$ cat src/rtl/multicycle_control_fsm.sv
// rtl/multicycle_control_fsm.sv - Moore control FSM for the multicycle RV32I core
module multicycle_control_fsm #(
    parameter int COUNT_WIDTH     = 32,
    parameter bit HALT_ON_ILLEGAL = 1'b1
) (
    input  logic                   clockCPU,
    input  logic                   reset,
    input  logic [31:0]            iInst,
    output logic                   oRegWrite,
    output logic                   oALUSrcA,
    output logic [1:0]             oALUSrcB,
    output logic                   oMemRead,
    output logic                   oMemWrite,
    output logic                   oMemtoReg,
    output logic                   oIoD,
    output logic                   oIRWrite,
    output logic                   oPCWrite,
    output logic                   oPCWriteCond,
    output logic [1:0]             oALUOp,
    output logic                   oPCSource,
    output logic [3:0]             oState,
    output logic                   oIllegal,
    output logic [COUNT_WIDTH-1:0] oCycleCount,
    output logic [COUNT_WIDTH-1:0] oInstrCount
);

    localparam logic [3:0] S_FETCH    = 4'd0;
    localparam logic [3:0] S_DECODE   = 4'd1;
    localparam logic [3:0] S_MEMADR   = 4'd2;
    localparam logic [3:0] S_MEMREAD  = 4'd3;
    localparam logic [3:0] S_MEMWB    = 4'd4;
    localparam logic [3:0] S_MEMWRITE = 4'd5;
    localparam logic [3:0] S_EXEC_R   = 4'd6;
    localparam logic [3:0] S_EXEC_I   = 4'd7;
    localparam logic [3:0] S_ALUWB    = 4'd8;
    localparam logic [3:0] S_BRANCH   = 4'd9;
    localparam logic [3:0] S_ILLEGAL  = 4'd10;

    localparam logic [6:0] OP_LOAD  = 7'b0000011;
    localparam logic [6:0] OP_STORE = 7'b0100011;
    localparam logic [6:0] OP_RTYPE = 7'b0110011;
    localparam logic [6:0] OP_ITYPE = 7'b0010011;
    localparam logic [6:0] OP_BEQ   = 7'b1100011;

    logic [3:0]             r_state;
    logic [3:0]             w_next;
    logic [COUNT_WIDTH-1:0] r_cycle;
    logic [COUNT_WIDTH-1:0] r_instr;
    logic [6:0]             w_opcode;
    logic                   w_unused_inst;
    logic                   w_retire;

    // funct3/funct7/register fields are not decoded by this unit
    assign w_opcode      = iInst[6:0];
    assign w_unused_inst = ^iInst[31:7];

    always_ff @(posedge clockCPU or posedge reset) begin
        if (reset) begin
            r_state <= S_FETCH;
        end else begin
            r_state <= w_next;
        end
    end

    always_comb begin
        w_next = S_FETCH;
        case (r_state)
            S_FETCH:  w_next = S_DECODE;
            S_DECODE: begin
                case (w_opcode)
                    OP_LOAD, OP_STORE: w_next = S_MEMADR;
                    OP_RTYPE:          w_next = S_EXEC_R;
                    OP_ITYPE:          w_next = S_EXEC_I;
                    OP_BEQ:            w_next = S_BRANCH;
                    default:           w_next = HALT_ON_ILLEGAL ? S_ILLEGAL : S_FETCH;
                endcase
            end
            S_MEMADR:   w_next = (w_opcode == OP_LOAD) ? S_MEMREAD : S_MEMWRITE;
            S_MEMREAD:  w_next = S_MEMWB;
            S_EXEC_R:   w_next = S_ALUWB;
            S_EXEC_I:   w_next = S_ALUWB;
            S_ILLEGAL:  w_next = S_ILLEGAL;
            default:    w_next = S_FETCH;
        endcase
    end

    // Reset overrides the FETCH decode so no strobe is seen while reset is high
    always_comb begin
        oRegWrite    = 1'b0;
        oALUSrcA     = 1'b0;
        oALUSrcB     = 2'b00;
        oMemRead     = 1'b0;
        oMemWrite    = 1'b0;
        oMemtoReg    = 1'b0;
        oIoD         = 1'b0;
        oIRWrite     = 1'b0;
        oPCWrite     = 1'b0;
        oPCWriteCond = 1'b0;
        oALUOp       = 2'b00;
        oPCSource    = 1'b0;
        if (!reset) begin
            case (r_state)
                S_FETCH: begin
                    oMemRead = 1'b1;
                    oIRWrite = 1'b1;
                    oALUSrcB = 2'b01;
                    oPCWrite = 1'b1;
                end
                S_DECODE: oALUSrcB = 2'b10;
                S_MEMADR: begin
                    oALUSrcA = 1'b1;
                    oALUSrcB = 2'b10;
                end
                S_MEMREAD: begin
                    oMemRead = 1'b1;
                    oIoD     = 1'b1;
                end
                S_MEMWB: begin
                    oRegWrite = 1'b1;
                    oMemtoReg = 1'b1;
                end
                S_MEMWRITE: begin
                    oMemWrite = 1'b1;
                    oIoD      = 1'b1;
                end
                S_EXEC_R: begin
                    oALUSrcA = 1'b1;
                    oALUOp   = 2'b10;
                end
                S_EXEC_I: begin
                    oALUSrcA = 1'b1;
                    oALUSrcB = 2'b10;
                    oALUOp   = 2'b11;
                end
                S_ALUWB: oRegWrite = 1'b1;
                S_BRANCH: begin
                    oALUSrcA     = 1'b1;
                    oALUOp       = 2'b01;
                    oPCWriteCond = 1'b1;
                    oPCSource    = 1'b1;
                end
                default: ;
            endcase
        end
    end

    assign w_retire = (r_state == S_MEMWB) || (r_state == S_MEMWRITE) ||
                      (r_state == S_ALUWB) || (r_state == S_BRANCH);

    always_ff @(posedge clockCPU or posedge reset) begin
        if (reset) begin
            r_cycle <= '0;
            r_instr <= '0;
        end else begin
            if (r_state != S_ILLEGAL) begin
                r_cycle <= r_cycle + COUNT_WIDTH'(1);
            end
            if (w_retire) begin
                r_instr <= r_instr + COUNT_WIDTH'(1);
            end
        end
    end

    assign oState      = r_state;
    assign oIllegal    = (r_state == S_ILLEGAL);
    assign oCycleCount = r_cycle;
    assign oInstrCount = r_instr;

endmodule
$ cat config.mk
export PLATFORM = sky130hd
export DESIGN_NAME = multicycle_control_fsm
export DESIGN_NICKNAME = d
export VERILOG_FILES = /design/src/rtl/multicycle_control_fsm.sv
export SDC_FILE = /design/constraint.sdc
export NUM_CORES = 1
export LEC_CHECK = 0
export ABC_AREA = 1
export BUFFER_PORTS_ARGS = -buffer_cell sky130_fd_sc_hd__buf_2
export CAP_MARGIN = 20
export CORE_ASPECT_RATIO = 0.5
export CORE_MARGIN = 3
export CORE_UTILIZATION = 52
export CTS_CLUSTER_SIZE = 40
export DETAILED_ROUTE_END_ITERATION = 12
export PLACE_DENSITY = 0.81
export SETUP_SLACK_MARGIN = 0.05
export SYNTH_ARGS = -nofsm -noshare
export SYNTH_HDL_FRONTEND = slang
export SYNTH_SLANG_ARGS = --single-unit
export TNS_END_PERCENT = 30
$ cat constraint.sdc
create_clock -name clockCPU -period 3.4 [get_ports clockCPU]
set_clock_uncertainty 0.15 [all_clocks]
set_input_delay 0 -clock clockCPU [delete_from_list [all_inputs] [get_ports clockCPU]]
set_output_delay 0 -clock clockCPU [all_outputs]
set_load 0.005 [all_outputs]
==> run metrics, run 1 <==
fin nets 644; Antenna Nets Post-Route 0; global-route usage over all layers 22.5%; layout cells sized above 1 21.2%; Tightest Pin Transition 0.709 ns; # DRC 0; final setup TNS 0 ns; Core Area 6910 um2; non-filler cells, final 705; Final Wtd Congestion 0.900; final count of hold timing violations 0; total gr overflow 0; vias 3,581; Synth Area in Adders 0.652%; Slew Limit Fails 0; worst skew pair latency 0.33 ns; worst hold margin 0.247 ns; Max Cap Violations 0; clk slew on worst S/H paths 0.05 ns; Total Wirelength 9050 um; 1st-iter DRT viols 238; post-synth net total 537; setup ws final 0.237 ns; RSZ-0062 raised after global routing false; Setup crit end kind flip-flop; Mapped Area 3840 um2; fin util 69.5%; vias per cell 5.08; CTS Root Cell clkbuf_16; worst rel slew slack 52.7%; yosys warns 0; worst path arrival time 3.28 ns; CTS sink count 68; Power Dens Cells 548 nW/um2; total CTS buffers 9; fin area 4800 um2; Tcrit/Tclk final 93.0%; buffers added on ports 91; # IOs 117; Post-Synth Simple-Gate Area 34.8%; row cnt 21; Cell Area, Placed 4360 um2; largest net degree at the start of global routing 37; most frequent cells in the layout nand2_1 (142), buf_2 (91), dfrtp_1 (68); Die Span X 128 um; Compound-Gate Fraction of Synth Area 2.18%; wire per inst 12.8 um; initial antenna violation count 0; Max IR drop VDD 0.000477 V; Reg2Reg Launch Point oState[1]$_DFF_PP0_; CP startpoint iInst[2]; DR pass1 iterations 4; global-route wire length before repair 15,100 um; Synth cell types 32; CTS max path bufs 2; Hold Crit Class in2async; met2 Track Usage GR 38.7%; Avg Cell Area, Syn 7.66 um2; CP Class in2reg; DP Worst Slack 1.44 ns; met3 GRT Util 6.81%; Yosys reg bits 68; outcome finished, final reports clean; Post-Synth XOR/XNOR Area 10.0%; total die area 8510 um2; Crit Path Max Fanout 4; Area Growth Syn to Fin 25.1%; placed cell count 677; H-tree depth 3; Synth Instances 501; vias in the first global route 3,372; Post-DP HPWL 6510 um; GR peak layer met2; met1 GRT Util 27.6%; Leak Pwr 2.50 nW; final setup fails 0; Die Height 66.8 um; Max Freq 0.316 GHz; Req. time, crit path 3.52 ns; mux contribution to synthesized area 0%; leading cell type in the layout, fill and taps excluded nand2_1; element type at the critical path start input port; starting density of the core 55.6%; total power 2.63 mW; post-synthesis sequential area ratio 44.3%; min cycle time layout 3.16 ns; ant diodes 0; number of fill cells 568; largest family of logic cells by synthesized area simple AND/OR/NAND/NOR gates; CTS tree built
==> final timing paths <==
path                                               end  slack (ns)  cells after the start
setup / recovery                   oState[2]$_DFF_PP0_        0.24                     11
hold / removal              oInstrCount[0]$_DFFE_PP0P_        0.25                      3
setup reg to reg                   oState[2]$_DFF_PP0_        0.84                      7
hold reg to reg             oInstrCount[8]$_DFFE_PP0P_        0.36                      1
max in group asynchronous  oCycleCount[26]$_DFFE_PP0P_        1.93                      4
min in group clockCPU       oInstrCount[8]$_DFFE_PP0P_        0.36                      1
==> synth_stat cells <==
library cell,instances,area share (%)
o21ai_1,1,0.13
and3_1,1,0.16
o22ai_1,1,0.16
nand3_1,35,4.6
a21oi_1,6,0.78
xnor2_2,1,0.42
o211ai_1,2,0.39
buf_4,4,0.78
inv_1,64,6.3
nor2_4,1,0.29
nand4_1,24,3.9
o21ai_0,1,0.13
buf_6,2,0.59
nand2_1,142,14
clkbuf_1,1,0.098
a21o_1,1,0.20
and2_1,1,0.16
nor2_2,7,1.1
nand3_2,1,0.26
nor3_2,3,0.78
xor2_1,23,5.2
nor3_4,1,0.42
nand2_2,4,0.65
inv_2,2,0.20
nand3b_1,2,0.39
buf_2,1,0.13
ha_1,2,0.65
o31ai_1,2,0.39
xnor2_1,19,4.3
nor3_1,17,2.2
nor2_1,61,6.0
dfrtp_1,68,44
==> timing repair <==
item / 4_1_cts / 5_1_grt
hold buffers: 13 / 0
endpoints found under the hold margin: 36 / 0
resized for setup: 0 / 1
setup buffers: 0 / 0
endpoints found under the setup margin: 0 / 1
==> flip-flops by register name (all words and copies together), names as in the netlist <==
name,count
oCycleCount,32
oInstrCount,32
oState,4
==> area by class of cell <==
| cell class | instances | area [um2] | area share, % |
|---|---|---|---|
| inverter | 66 | 248 | 5.16 |
| multi-input combinational | 359 | 1830 | 38.1 |
| tap | 92 | 115 | 2.40 |
| clock inverter | 6 | 87.6 | 1.82 |
| timing repair buffer | 104 | 583 | 12.1 |
| sequential | 68 | 1700 | 35.4 |
| clock buffer | 10 | 239 | 4.98 |
==> logic make-up (layout without fill, tap and decap cells) <==
group / after synthesis / after routing
and+or+nand+nor: 300 / 300
xor gates and xnor gates: 43 / 43
buffers and inverters: 74 / 186
adders and majority gates: 2 / 2
AOI/OAI and AO/OA: 14 / 14
DFF: 68 / 68
==> power breakdown <==
| part | switching (mW) | total, mW | internal [mW] | leakage, nW |
|---|---|---|---|---|
| clock network | 0.345 | 1.01 | 0.660 | 0.151 |
| logic | 0.375 | 0.620 | 0.246 | 1.42 |
| registers | 0.102 | 1.01 | 0.907 | 0.924 |
| total | 0.822 | 2.63 | 1.81 | 2.50 |
==> routing by layer <==
layer	part of all wire, %	wire length, um	vias up
li1	-	-	1803
met4	0.15	14	0
met2	49	4440	85
met5	0	0	-
met3	4.4	395	2
met1	46	4200	1691
==> critical path, stage by stage <==
cell           delay (ns)
dlygate4sd3_1        0.53
buf_2                0.12
nor2_1               0.07
dlygate4sd3_1        0.55
nand3_1              0.08
dlygate4sd3_1        0.58
inv_2                0.09
nand4_1              0.08
dlygate4sd3_1        0.57
nand3_1              0.07
dlygate4sd3_1        0.54
No activity file was read; power rests on OpenSTA's default activity.
==> inputs of run 2 (changes only) <==
--- a/config.mk
+++ b/config.mk
@@ -14,6 +14,7 @@
 export CTS_CLUSTER_SIZE = 40
 export DETAILED_ROUTE_END_ITERATION = 12
 export PLACE_DENSITY = 0.81
+export RECOVER_POWER = 25
 export SETUP_SLACK_MARGIN = 0.05
 export SYNTH_ARGS = -nofsm -noshare
 export SYNTH_HDL_FRONTEND = slang
==> run metrics, run 2 (synthesis gave the netlist of run 1 again) <==
placed cell count 677; total power 2.63 mW; # IOs 117; Die Height 66.8 um; CTS sink count 68; total CTS buffers 9; outcome finished, final reports clean; critical path's slowest cell dlygate4sd3_1; setup ws final 0.230 ns; vias per cell 5.10; global-route usage over all layers 22.5%; CTS Root Cell clkbuf_16; number of fill cells 578; Slew Limit Fails 0; global-route wire length before repair 15,100 um; Core Area 6910 um2; 1st-iter DRT viols 243; post-CTS setup buffers 0; Crit Path Max Fanout 4; wire per inst 13.0 um; Tcrit/Tclk final 93.2%; vias in the first global route 3,372; layout cells sized above 1 17.1%; Setup crit end kind flip-flop; vias 3,595; Power Dens Cells 551 nW/um2; total gr overflow 0; Die Span X 128 um; Total Wirelength 9140 um; DR WL met3 360 um; Max Freq 0.315 GHz; DP Worst Slack 1.44 ns; CP Class in2reg; Most common cell on crit path dlygate4sd3_1; crit-path max cell delay 0.58 ns; fin nets 644; worst skew pair latency 0.33 ns; most frequent cells in the layout nand2_1 (142), dfrtp_1 (68), buf_2 (66); leading cell type in the layout, fill and taps excluded nand2_1; final setup TNS 0 ns; worst path cell trace dlygate4sd3_1 -> buf_2 -> nor2_1 -> dlygate4sd3_1 -> nand3_1 -> dlygate4sd3_1 -> inv_2 -> nand4_1 -> dlygate4sd3_1 -> nand3_1 -> dlygate4sd3_1; Final Wtd Congestion 0.900; RSZ-0062 raised after global routing false; ant diodes 0; min cycle time layout 3.17 ns; Area Growth Syn to Fin 24.3%; WL met1 4280 um; met2 wire length 4500 um; CTS max path bufs 2; largest net degree at the start of global routing 37; worst hold margin 0.245 ns; H-tree depth 3; worst path arrival time 3.29 ns; Hold Crit Class in2async; CP Buf/Inv Count 7; element type at the critical path start input port; Tightest Pin Transition 0.712 ns; Leak Pwr 2.39 nW; clk slew on worst S/H paths 0.05 ns; Req. time, crit path 3.52 ns; row cnt 21; final count of hold timing violations 0; Max Used Layer met3; Max IR drop VDD 0.000475 V; worst rel slew slack 52.5%; final setup fails 0; CTS tree built; Antenna Nets Post-Route 0; starting density of the core 55.6%; non-filler cells, final 705; initial antenna violation count 0; total die area 8510 um2; buffers added on ports 91; Max Cap Violations 0; Post-DP HPWL 6510 um; Crit path max-delay family buffers and inverters; DR pass1 iterations 4; # DRC 0
[run 2: cell count changes in the layout (fill, tap and decap cells not counted), sizes merged]
cell,previous run,this run
buf,92,68
clkbuf,10,34
[run 2: final cells by class]
class / instances / area, um2 / share of cell area [%]
repair buffers: 104 / 552 / 11.6
inverters: 66 / 248 / 5.19
clock buffers: 10 / 239 / 5.01
clock inverters: 6 / 87.6 / 1.84
well taps: 92 / 115 / 2.41
flip-flops and latches: 68 / 1700 / 35.7
multi-input cells: 359 / 1830 / 38.3
[run 2: worst paths after layout]
check / startpoint / to / slack [ns] / cells past startpoint
worst max-delay path: iInst[2] / oState[2]$_DFF_PP0_ / 0.23 / 11
worst min register to register: oInstrCount[8]$_DFFE_PP0P_ / oInstrCount[8]$_DFFE_PP0P_ / 0.36 / 1
worst min-delay path: reset / oInstrCount[0]$_DFFE_PP0P_ / 0.25 / 3
worst max register to register: oState[1]$_DFF_PP0_ / oState[2]$_DFF_PP0_ / 0.82 / 7
min in group clockCPU: oInstrCount[8]$_DFFE_PP0P_ / oInstrCount[8]$_DFFE_PP0P_ / 0.36 / 1
max in group asynchronous: reset / oCycleCount[18]$_DFFE_PP0P_ / 1.93 / 4
[run 2: per-stage QoR]
stage | utilization, % | instance area, um2
after global routing | 69.1 | 4770
after detailed placement | 63.0 | 4360
after floorplan | - | 3840
final | 69.1 | 4770
after global placement | 63.0 | 4360
after CTS | 69.7 | 4810
[run 2: power by group]
part           switching, mW  internal (mW)  total (mW)  leakage [nW]
registers              0.103          0.907        1.01         0.924
logic                  0.378          0.238       0.616          1.31
clock network          0.345          0.660        1.01         0.151
[run 2: routing by layer]
metal  vias to the layer above  global-route usage [%]
met1                      1706                    27.6
met3                         0                    6.81
met4                         0                    7.09
met5                         -                       0
li1                       1802                       -
met2                        87                    38.7
[run 2: what timing repair did]
item,4_1_cts,5_1_grt
gates resized for setup,0,1
endpoints found under the hold margin,36,0
endpoints found under the setup margin,0,1
hold buffers,13,0
[run 2: worst reg2reg max path: cells and delay by family, from the launching register on]
kind	cells	cell delay [ns]
buffers and inverters	3	1.36
and+or+nand+nor	4	0.64
DFF	1	0.37
==> inputs of run 3 (changes only) <==
--- a/config.mk
+++ b/config.mk
@@ -13,6 +13,7 @@
 export CORE_UTILIZATION = 52
 export CTS_CLUSTER_SIZE = 40
 export DETAILED_ROUTE_END_ITERATION = 12
+export MAX_ROUTING_LAYER = met4
 export PLACE_DENSITY = 0.81
 export RECOVER_POWER = 25
 export SETUP_SLACK_MARGIN = 0.05
==> run metrics, run 3 (synthesis gave the netlist of run 1 again) <==
outcome finished, final reports clean; placed cell count 677; CP startpoint iInst[2]; worst rel slew slack 52.1%; CP Class in2reg; element type at the critical path start input port; initial antenna violation count 0; Die Span X 128 um; final count of hold timing violations 0; Tightest Pin Transition 0.718 ns; DR pass1 iterations 4; Crit Path Max Fanout 4; Req. time, crit path 3.52 ns; flop-to-flop setup slack 0.84 ns; worst path arrival time 3.28 ns; Leak Pwr 2.39 nW; R2R cell count 7; most frequent cells in the layout nand2_1 (142), dfrtp_1 (68), buf_2 (66); Die Height 66.8 um; 1st-iter DRT viols 221; layout cells sized above 1 17.1%; Total Wirelength 9060 um; total die area 8510 um2; Setup crit end kind flip-flop; largest net degree at the start of global routing 37; fin area 4770 um2; worst hold margin 0.246 ns; row cnt 21; Core Area 6910 um2; vias per cell 5.10; H-tree depth 3; end of the critical path oState[2]$_DFF_PP0_; total CTS buffers 9; Max Freq 0.316 GHz; Post-DP HPWL 6510 um; non-filler cells, final 705; vias in the first global route 3,373; Hold Crit Class in2async; # DRC 0; CTS max path bufs 2; final setup fails 0; buffers added on ports 91; Final Wtd Congestion 0.915; leading cell type in the layout, fill and taps excluded nand2_1; fin nets 644; Power Dens Cells 550 nW/um2; global-route usage over all layers 23.0%; worst r2r dst oState[2]$_DFF_PP0_; RSZ-0062 raised after global routing false; min cycle time layout 3.16 ns; Reg2Reg Launch Point oState[1]$_DFF_PP0_; worst skew pair latency 0.33 ns; post-CTS setup buffers 0; CTS sink count 68; global-route wire length before repair 15,100 um; # IOs 117; total power 2.62 mW; wire per inst 12.8 um; CTS Root Cell clkbuf_16; Cell Area, Placed 4360 um2; ant diodes 0; CTS tree built; Area Growth Syn to Fin 24.3%; final setup TNS 0 ns; vias 3,593; Max Cap Violations 0; starting density of the core 55.6%; clk slew on worst S/H paths 0.05 ns; Max IR drop VDD 0.000475 V; Slew Limit Fails 0; total gr overflow 0; Antenna Nets Post-Route 0; Tcrit/Tclk final 93.0%
run 3: cell counts in the layout (fill, tap and decap cells not counted):
Identical to the previous run, type by type.
run 3: layout make-up:
| class | instances | area [um2] |
|---|---|---|
| Timing Repair Buffer | 104 | 552 |
| Clock inverter | 6 | 87.6 |
| Tap cell | 92 | 115 |
| Fill cell | 578 | 2140 |
| Inverter | 66 | 248 |
| Sequential cell | 68 | 1700 |
| Multi-Input combinational cell | 359 | 1830 |
| Clock buffer | 10 | 239 |
run 3: how the worst min path moves through the flow:
stage | end | start | depth (start not counted) | slack [ns]
floorplan | oState[2]$_DFF_PP0_ | iInst[4] | 2 | 0.01
global placement | oInstrCount[0]$_DFFE_PP0P_ | reset | 2 | 0.07
detailed placement | oInstrCount[0]$_DFFE_PP0P_ | reset | 2 | 0.07
CTS | oInstrCount[29]$_DFFE_PP0P_ | reset | 3 | 0.26
global route | oInstrCount[0]$_DFFE_PP0P_ | reset | 3 | 0.33
finish | oInstrCount[0]$_DFFE_PP0P_ | reset | 3 | 0.25
run 3: layer usage:
layer	global-route usage [%]	part of all wire, %	vias up
li1	-	-	1803
met5	-	0	-
met1	27.7	46	1689
met3	5.76	5.2	3
met4	7.49	0.28	0
met2	38.7	49	98
run 3: critical path: stages:
cell and delay [ns]:
dlygate4sd3_1 0.53, buf_2 0.12, nor2_1 0.07, dlygate4sd3_1 0.55, nand3_1 0.08, dlygate4sd3_1 0.58, inv_2 0.09, nand4_1 0.08
dlygate4sd3_1 0.57, nand3_1 0.07, dlygate4sd3_1 0.54
run 3: per-stage QoR:
step / setup slack [ns] / utilization [%]
floorplan: 0.887 / -
global placement: 1.47 / 63.0
detailed placement: 1.44 / 63.0
CTS: 0.168 / 69.7
global route: 0.136 / 69.1
finish: 0.238 / 69.1
run 3: repair_timing:
item,CTS,global route
resized for setup,0,1
hold buffers,13,0
endpoints found under the hold margin,36,0
setup endpoints to repair,0,1
run 3: power breakdown:
| group | leakage [nW] | total, mW | internal (mW) | switching [mW] |
|---|---|---|---|---|
| Combinational | 1.31 | 0.614 | 0.238 | 0.376 |
| Sequential | 0.924 | 1.01 | 0.907 | 0.102 |
| Clock | 0.151 | 1.00 | 0.660 | 0.341 |
